`config.mk`:
```
export PLATFORM = sky130hd
export DESIGN_NAME = ens_vote_argmax_flat
export DESIGN_NICKNAME = d
export VERILOG_FILES = /design/src/rtl/ens_vote_argmax_if.sv /design/src/rtl/ens_vote_argmax.sv /design/src/flat_wrapper.sv
export SDC_FILE = /design/constraint.sdc
export NUM_CORES = 1
export LEC_CHECK = 0
export CAP_MARGIN = 0
export CORE_ASPECT_RATIO = 2
export CORE_MARGIN = 8
export CORE_UTILIZATION = 63
export DETAILED_ROUTE_END_ITERATION = 8
export DONT_BUFFER_PORTS = 1
export PLACE_DENSITY = 0.79
export SETUP_SLACK_MARGIN = 0.2
export SYNTH_ARGS = -nofsm -noshare
export SYNTH_HDL_FRONTEND = slang
export SYNTH_SLANG_ARGS = --single-unit
```
`constraint.sdc`:
```
create_clock -name clk -period 3.9 [get_ports clk]
set_input_delay 0.585 -clock clk [delete_from_list [all_inputs] [get_ports clk]]
set_output_delay 0.585 -clock clk [all_outputs]
set_load 0.02 [all_outputs]
```
`src/rtl/ens_vote_argmax_if.sv`:
```
// Score-vector input and class-result output handshakes for ens_vote_argmax.
// The parameters must match the ens_vote_argmax instance that uses this bus.
interface ens_vote_argmax_if #(
    parameter int NUM_CLASSES = 10,
    parameter int SCORE_BITS  = 2,
    parameter int NUM_ENS     = 4
);
    localparam int SUM_BITS = SCORE_BITS + $clog2(NUM_ENS + 1);
    localparam int IDX_BITS = (NUM_CLASSES > 1) ? $clog2(NUM_CLASSES) : 1;

    logic                              in_valid;
    logic                              in_ready;
    logic [NUM_CLASSES*SCORE_BITS-1:0] in_scores;
    logic                              out_valid;
    logic                              out_ready;
    logic [IDX_BITS-1:0]               out_class;
    logic [SUM_BITS-1:0]               out_score;

    modport master (
        output in_valid, in_scores, out_ready,
        input  in_ready, out_valid, out_class, out_score
    );

    modport slave (
        input  in_valid, in_scores, out_ready,
        output in_ready, out_valid, out_class, out_score
    );
endinterface

```
`src/rtl/ens_vote_argmax.sv`:
```
// Sums NUM_ENS per-class score vectors, then scans the sums one class per
// cycle for the argmax (lowest index wins ties) and holds it until taken.
module ens_vote_lane #(
    parameter int SCORE_BITS = 2,
    parameter int SUM_BITS   = 5
) (
    input  logic                  clk,
    input  logic                  rst,
    input  logic                  acc_en,
    input  logic                  first,
    input  logic [SCORE_BITS-1:0] score,
    output logic [SUM_BITS-1:0]   sum
);
    // The first member reloads, so a finished set never leaks into the next.
    always_ff @(posedge clk) begin
        if (rst)
            sum <= '0;
        else if (acc_en)
            sum <= first ? SUM_BITS'(score) : sum + SUM_BITS'(score);
    end
endmodule

module ens_vote_argmax #(
    parameter int NUM_CLASSES = 10,
    parameter int SCORE_BITS  = 2,
    parameter int NUM_ENS     = 4
) (
    input logic              clk,
    input logic              rst,
    ens_vote_argmax_if.slave bus
);
    localparam int SUM_BITS = SCORE_BITS + $clog2(NUM_ENS + 1);
    localparam int IDX_BITS = (NUM_CLASSES > 1) ? $clog2(NUM_CLASSES) : 1;
    localparam int CNT_BITS = (NUM_ENS > 1) ? $clog2(NUM_ENS) : 1;

    typedef enum logic [1:0] {ACCUM, SCAN, DONE} state_t;

    state_t                                state;
    logic [CNT_BITS-1:0]                   cnt;
    logic [IDX_BITS-1:0]                   idx;
    logic [IDX_BITS-1:0]                   best_idx;
    logic [SUM_BITS-1:0]                   best;
    logic [IDX_BITS-1:0]                   out_class_q;
    logic [SUM_BITS-1:0]                   out_score_q;
    logic [NUM_CLASSES-1:0][SCORE_BITS-1:0] scores;
    logic [NUM_CLASSES-1:0][SUM_BITS-1:0]   sums;
    logic                                  accept;
    logic [SUM_BITS-1:0]                   cur;
    logic                                  take_cur;
    logic [SUM_BITS-1:0]                   nxt_best;
    logic [IDX_BITS-1:0]                   nxt_best_idx;

    assign scores = bus.in_scores;
    assign accept = bus.in_valid && (state == ACCUM);

    for (genvar c = 0; c < NUM_CLASSES; c++) begin : g_lane
        ens_vote_lane #(
            .SCORE_BITS(SCORE_BITS),
            .SUM_BITS  (SUM_BITS)
        ) u_lane (
            .clk   (clk),
            .rst   (rst),
            .acc_en(accept),
            .first (cnt == '0),
            .score (scores[c]),
            .sum   (sums[c])
        );
    end

    // Strict compare keeps the earlier (lower) index on ties.
    always_comb begin
        cur          = sums[idx];
        take_cur     = (idx == '0) || (cur > best);
        nxt_best     = take_cur ? cur : best;
        nxt_best_idx = take_cur ? idx : best_idx;
    end

    always_ff @(posedge clk) begin
        if (rst) begin
            state       <= ACCUM;
            cnt         <= '0;
            idx         <= '0;
            best        <= '0;
            best_idx    <= '0;
            out_class_q <= '0;
            out_score_q <= '0;
        end else begin
            case (state)
                ACCUM: begin
                    if (accept) begin
                        if (cnt == CNT_BITS'(NUM_ENS - 1)) begin
                            cnt   <= '0;
                            idx   <= '0;
                            state <= SCAN;
                        end else begin
                            cnt <= cnt + CNT_BITS'(1);
                        end
                    end
                end
                SCAN: begin
                    best     <= nxt_best;
                    best_idx <= nxt_best_idx;
                    if (idx == IDX_BITS'(NUM_CLASSES - 1)) begin
                        idx         <= '0;
                        out_class_q <= nxt_best_idx;
                        out_score_q <= nxt_best;
                        state       <= DONE;
                    end else begin
                        idx <= idx + IDX_BITS'(1);
                    end
                end
                DONE: begin
                    if (bus.out_ready)
                        state <= ACCUM;
                end
                default: state <= ACCUM;
            endcase
        end
    end

    assign bus.in_ready  = (state == ACCUM);
    assign bus.out_valid = (state == DONE);
    assign bus.out_class = out_class_q;
    assign bus.out_score = out_score_q;
endmodule

```
`src/flat_wrapper.sv`:
```
// flat-port wrapper written by rule: the top's interface ports become plain ports
module ens_vote_argmax_flat 
#(
    parameter int NUM_CLASSES = 10,
    parameter int SCORE_BITS  = 2,
    parameter int NUM_ENS     = 4
)
  (clk, rst, bus_in_valid, bus_in_scores, bus_out_ready, bus_in_ready, bus_out_valid, bus_out_class, bus_out_score);
  ens_vote_argmax_if #(.NUM_CLASSES(NUM_CLASSES), .SCORE_BITS(SCORE_BITS), .NUM_ENS(NUM_ENS)) bus_i ();
  input logic clk;
  input logic rst;
  input wire logic [$bits(bus_i.in_valid)-1:0] bus_in_valid;
  input wire logic [$bits(bus_i.in_scores)-1:0] bus_in_scores;
  input wire logic [$bits(bus_i.out_ready)-1:0] bus_out_ready;
  output wire logic [$bits(bus_i.in_ready)-1:0] bus_in_ready;
  output wire logic [$bits(bus_i.out_valid)-1:0] bus_out_valid;
  output wire logic [$bits(bus_i.out_class)-1:0] bus_out_class;
  output wire logic [$bits(bus_i.out_score)-1:0] bus_out_score;
  assign bus_i.in_valid = bus_in_valid;
  assign bus_i.in_scores = bus_in_scores;
  assign bus_i.out_ready = bus_out_ready;
  assign bus_in_ready = bus_i.in_ready;
  assign bus_out_valid = bus_i.out_valid;
  assign bus_out_class = bus_i.out_class;
  assign bus_out_score = bus_i.out_score;
  ens_vote_argmax #(.NUM_CLASSES(NUM_CLASSES), .SCORE_BITS(SCORE_BITS), .NUM_ENS(NUM_ENS)) u_core (.clk(clk), .rst(rst), .bus(bus_i));
endmodule
```
### After elaboration in Yosys (flattened, before gate mapping)

Index checks and enable logic that the tools add are counted.

* add/subtract/negate cells: 12
* $lt $le $gt $ge: 2
* eq/ne operators: 8
* multiplexer cells: 24
* reduce and logical (&&, ||, !) cells: 10

Operator list (count)
* 2-to-1 mux 5 bit: 12
* adder 5 x 2 -> 5 bit: 10
* binary-select mux 5 bit (select 4 bit): 1
* 2-to-1 mux 4 bit: 4
* 2-to-1 mux 2 bit: 5
* one-hot mux 4 bit (2 select lines): 1
* != test 2 x 1 -> 1 bit (second input constant): 3
* one-hot mux 2 bit (3 select lines): 1
* > comparator 5 bit: 1
* less-than comparator 4 x 5 -> 1 bit (second input constant): 1
* adder 4 x 1 -> 4 bit (second input constant): 1
* equality test 2 bit (second input constant): 2
* equality test 4 bit (second input constant): 1
* zero test 2 bit: 2
* zero test 4 bit: 1
* AND reduction 2 bit: 2
* AND reduction 4 bit: 1
* AND reduction 3 bit: 1
* adder 2 x 1 -> 2 bit (second input constant): 1
* equality test 2 x 1 -> 1 bit (second input constant): 1
* != test 2 bit (second input constant): 1
* nonzero test 2 bit: 1
* logical AND 1 bit: 1
* logical OR 1 bit: 1

* register bits: 76
* input bits: 24
* output and inout port bits: 11
* logic and storage cells: 73

### Longest topological paths before layout

* word-level depth: 5
* gate-level depth with buffers: 12
* gate-level depth less buffers: 9

### By module

From an unflattened synthesis, not the netlist that was laid out.

* cells, all modules: 604
* area total of the unflattened synthesis: 5161.2 um^2

By module, submodules not included
* ens_vote_lane: instances 10, cells each 38, area each 326.6 um^2, seq. area each 100.1 um^2
* ens_vote_argmax: instances 1, cells each 224, area each 1895.6 um^2, seq. area each 520.5 um^2

### Worst setup path before layout

OpenSTA, ideal clock, no wires.

* path type: register to register
* from: register u_core.idx[0]
* to: register u_core.out_score_q[1] (netlist: u_core.bus.out_score[1])
* setup time: 0.062 ns
* arrival: 2.765 ns
* required time: 3.838 ns
* path slack: 1.073 ns
* cell stages (with the launch flop): 11
* buffers on the path: 1
* period minus slack after synthesis: 2.827 ns
* path through: dfxtp_1 buf_6 mux4_2 a22oi_1 o21ai_1 ha_1 and4_1 nor2b_2 o21a_4 or4_1 nand3_1

* longest elaborated chain between the ends: 5

Ends and longest elaborated chain
* start: declaration: RTL line ens_vote_argmax.sv:40 `logic [IDX_BITS-1:0] idx;`
* start signal: assignment: RTL line ens_vote_argmax.sv:109 `idx <= idx + IDX_BITS'(1);`
* binary-select mux 5 bit (select 4 bit): RTL line ens_vote_argmax.sv:72 `cur = sums[idx];`
* 2-to-1 mux 5 bit (implied by the code): RTL line ens_vote_argmax.sv:72
* > comparator 5 bit: RTL line ens_vote_argmax.sv:73 `take_cur = (idx == '0) || (cur > best);`
* logical OR 1 bit: RTL line ens_vote_argmax.sv:73
* 2-to-1 mux 5 bit: RTL line ens_vote_argmax.sv:74 `nxt_best = take_cur ? cur : best;`
* end signal: assignment: RTL line ens_vote_argmax.sv:106 `out_score_q <= nxt_best;`
* end: declaration: RTL line ens_vote_argmax.sv:44 `logic [SUM_BITS-1:0] out_score_q;`

Several ways; a longest one is shown, not always the timed one. The select of a mux whose other input is x is not followed.
A chain may end at the register's enable or synchronous reset.

### Final worst setup path

Ends and elaborated chain as after synthesis.

==> metrics.csv <==
metric,value,unit
outcome,"finished, final reports clean",
min_path_type,in2reg,
grt_pass1_wl,17400,microns
wire_per_inst,18.7,microns
die_w,75.3,microns
cts_sinks,76,
critPathCaptureType,register,
synth-seq-cells,76,
leakage,1.82,nW
n_antenna_cell,0,
worstPathMaxFanout,11,
synth_cells,485,
cts_tree,built,
syn_to_final_growth,7.87,%
synthTopCellsByArea,"dfxtp_1 (34%), ha_1 (8.5%), a21oi_1 (5.5%)",
routabilityCongestion,0.842,
r2r-end,u_core.bus.out_score[1]$_SDFFE_PP0P_,
core_area,6890,sq um
synth_top_cell_by_area,dfxtp_1,
ios,35,
post_cts_buffers,0,
avgSynthCellArea,9.15,sq um
final-setup-viol-count,0,
worst_slack,0.609,ns
grt_pass1_vias,3700,
portBuffers,0,
yosys.area.top_type_share,0.343,
fin_area,4780,sq um
ys_seq_area_frac,0.343,
synth-warning-count,0,
synth_edf_count,0,
crit_start,u_core.idx[0]$_SDFFE_PP0P_,
hold_violations,0,
crit_arrival,3.57,ns
clockBufferDepth,2,
required,4.18,ns
dp_cells,554,
htreeDepth,3,
postCtsHoldBufs,0,
r2r_cells,9,
period_share,0.844,
fill_cells,567,
grt.overflow.total,0,
synth-main-ff-cell,dfxtp_1,
ir_worst_vdd,0.000347,V
stdcell_count,570,
rows,43,
tns,0,ns
drt-initial-drc-count,232,
clk_transition_reported_paths,0.06,ns
worstSkewPairLatency,0.34,ns
r2r_start,u_core.idx[0]$_SDFFE_PP0P_,
fin_nets,539,
drcViolationCount,0,
start_util,0.644,
fin_crit,3.29,ns
fp.dieArea,10100,sq um
ctsResizeCount,0,
tightest_slew,1.16,ns
cp-endpoint,u_core.bus.out_score[1]$_SDFFE_PP0P_,
cts-root-buf,clkbuf_16,
hpwl,7980,microns
drive_gt1_frac,0.0917,
crit_type,reg2reg,
max_cap_viol_count,0,
die_h,135,microns
avgViaCountPerCell,6.21,
async_reset_ff_frac,0,
vias,3542,
cp-start-kind,register,
slew_viol_final,0,
place_ws,0.628,ns
wirelength,10700,microns
placed_area,4450,sq um
ant_nets,0,
grt_max_degree,55,
synth_cell_types,48,
powerDensity,410,nW/um^2
antenna_found_initial,0,
syn_nets,549,
max_clock_freq,0.304,GHz
relSlewSlack,0.228,
syn_area,4440,sq um
rrSetupSlack,0.61,ns
fin_hold_ws,0.318,ns
grtUsageTotal,0.228,
rsz0062_at_grt,no,
cts_made_buffers,9,
skew,0.00687,ns
drtPass1Iterations,5,
[synth_stat cells, types with 6 or more instances]
cell type   n
a211oi_1   25
a21oi_1    49
a22oi_1     6
buf_2       6
clkbuf_1   13
dfxtp_1    76
fa_1       10
ha_1       30
inv_1      38
mux2i_1    20
mux4_2      9
nand2_1    16
nor2_1     59
nor3_1      9
nor3b_1     7
o21ai_0    20
or3_1      19
xor2_1      6
[area by class of cell]
class	instances	area [sq um]	share of cell area
multi-input cells	344	2630	0.549
flip-flops and latches	76	1520	0.318
clock buffers	12	267	0.0557
inverters	38	143	0.0298
well taps	90	113	0.0235
clock inverters	4	70.1	0.0146
repair buffers	6	45.0	0.00941
[metal layers]
metal / vias to the layer above / global-route usage / wire length (microns)
li1: 1707 / - / -
met1: 1688 / 0.211 / 3580
met2: 107 / 0.411 / 5980
met3: 40 / 0.0594 / 562
met4: 0 / 0.149 / 561
met5: - / 0 / 0
[sequential cells by signal (all words and copies together), names as in the netlist]
signal / flops
u_core.state: 2
u_core.g_lane.u_lane.sum: 50
u_core.cnt: 2
u_core.idx: 4
u_core.best_idx: 4
u_core.bus.out_score: 5
u_core.best: 5
u_core.bus.out_class: 4
[stage by stage]
step	total power, mW	utilization
5_1_grt	2.04	0.695
2_1_floorplan	1.01	-
3_3_place_gp	1.04	0.646
6_report	1.96	0.695
3_5_place_dp	1.05	0.646
4_1_cts	1.97	0.695
[where the power goes]
part / total (mW) / leakage (nW) / switching (mW) / internal (mW)
logic: 0.208 / 1.03 / 0.121 / 0.0870
clock network: 0.924 / 0.169 / 0.314 / 0.610
registers: 0.828 / 0.618 / 0.0263 / 0.802
total: 1.96 / 1.82 / 0.462 / 1.50
[placed cells by master (no fill, tap or decap), types with 10 or more instances in the layout]
master	synthesis	routed
ha_1	30	30
or3_1	19	19
nand2_1	16	16
nor2_1	59	59
dfxtp_1	76	76
a21oi_1	49	49
o21ai_0	20	20
inv_1	38	38
mux2i_1	20	20
a211oi_1	25	25
fa_1	10	10
[worst max-delay path, cell delays in order (launching register included)]
cell	delay [ns]
dfxtp_1	0.68
mux4_2	0.58
a22oi_1	0.21
o21ai_1	0.18
ha_1	0.33
and4_1	0.22
nor2b_2	0.19
o21a_4	0.27
or4_1	0.48
nand3_1	0.09
[worst min-delay path by stage]
stage                                                             end                   startpoint  depth (start not counted)  slack [ns]
after floorplan                           u_core.best[0]$_SDFFE_PP0P_  u_core.best[0]$_SDFFE_PP0P_                          2        0.45
after global placement                     u_core.cnt[1]$_SDFFE_PP0P_   u_core.cnt[1]$_SDFFE_PP0P_                          2        0.46
after detailed placement                   u_core.cnt[1]$_SDFFE_PP0P_   u_core.cnt[1]$_SDFFE_PP0P_                          2        0.47
after CTS                                 u_core.best[1]$_SDFFE_PP0P_                          rst                          1        0.31
after global routing      u_core.g_lane[2].u_lane.sum[0]$_SDFFE_PP0P_                          rst                          1        0.31
final                     u_core.g_lane[0].u_lane.sum[0]$_SDFFE_PP0P_                          rst                          1        0.32
[logic make-up (layout without fill, tap and decap cells)]
family / Yosys count / in the layout / synth area share
XOR/XNOR: 11 / 11 / 0.0217
adder cells (fa/ha/maj): 40 / 40 / 0.130
multiplexers: 30 / 30 / 0.0968
AO/OA/AOI/OAI: 120 / 120 / 0.172
flip-flops: 76 / 76 / 0.343
AND/OR/NAND/NOR: 143 / 143 / 0.170
buffers and inverters: 65 / 60 / 0.0660
Power figures use the tool's default switching activity.
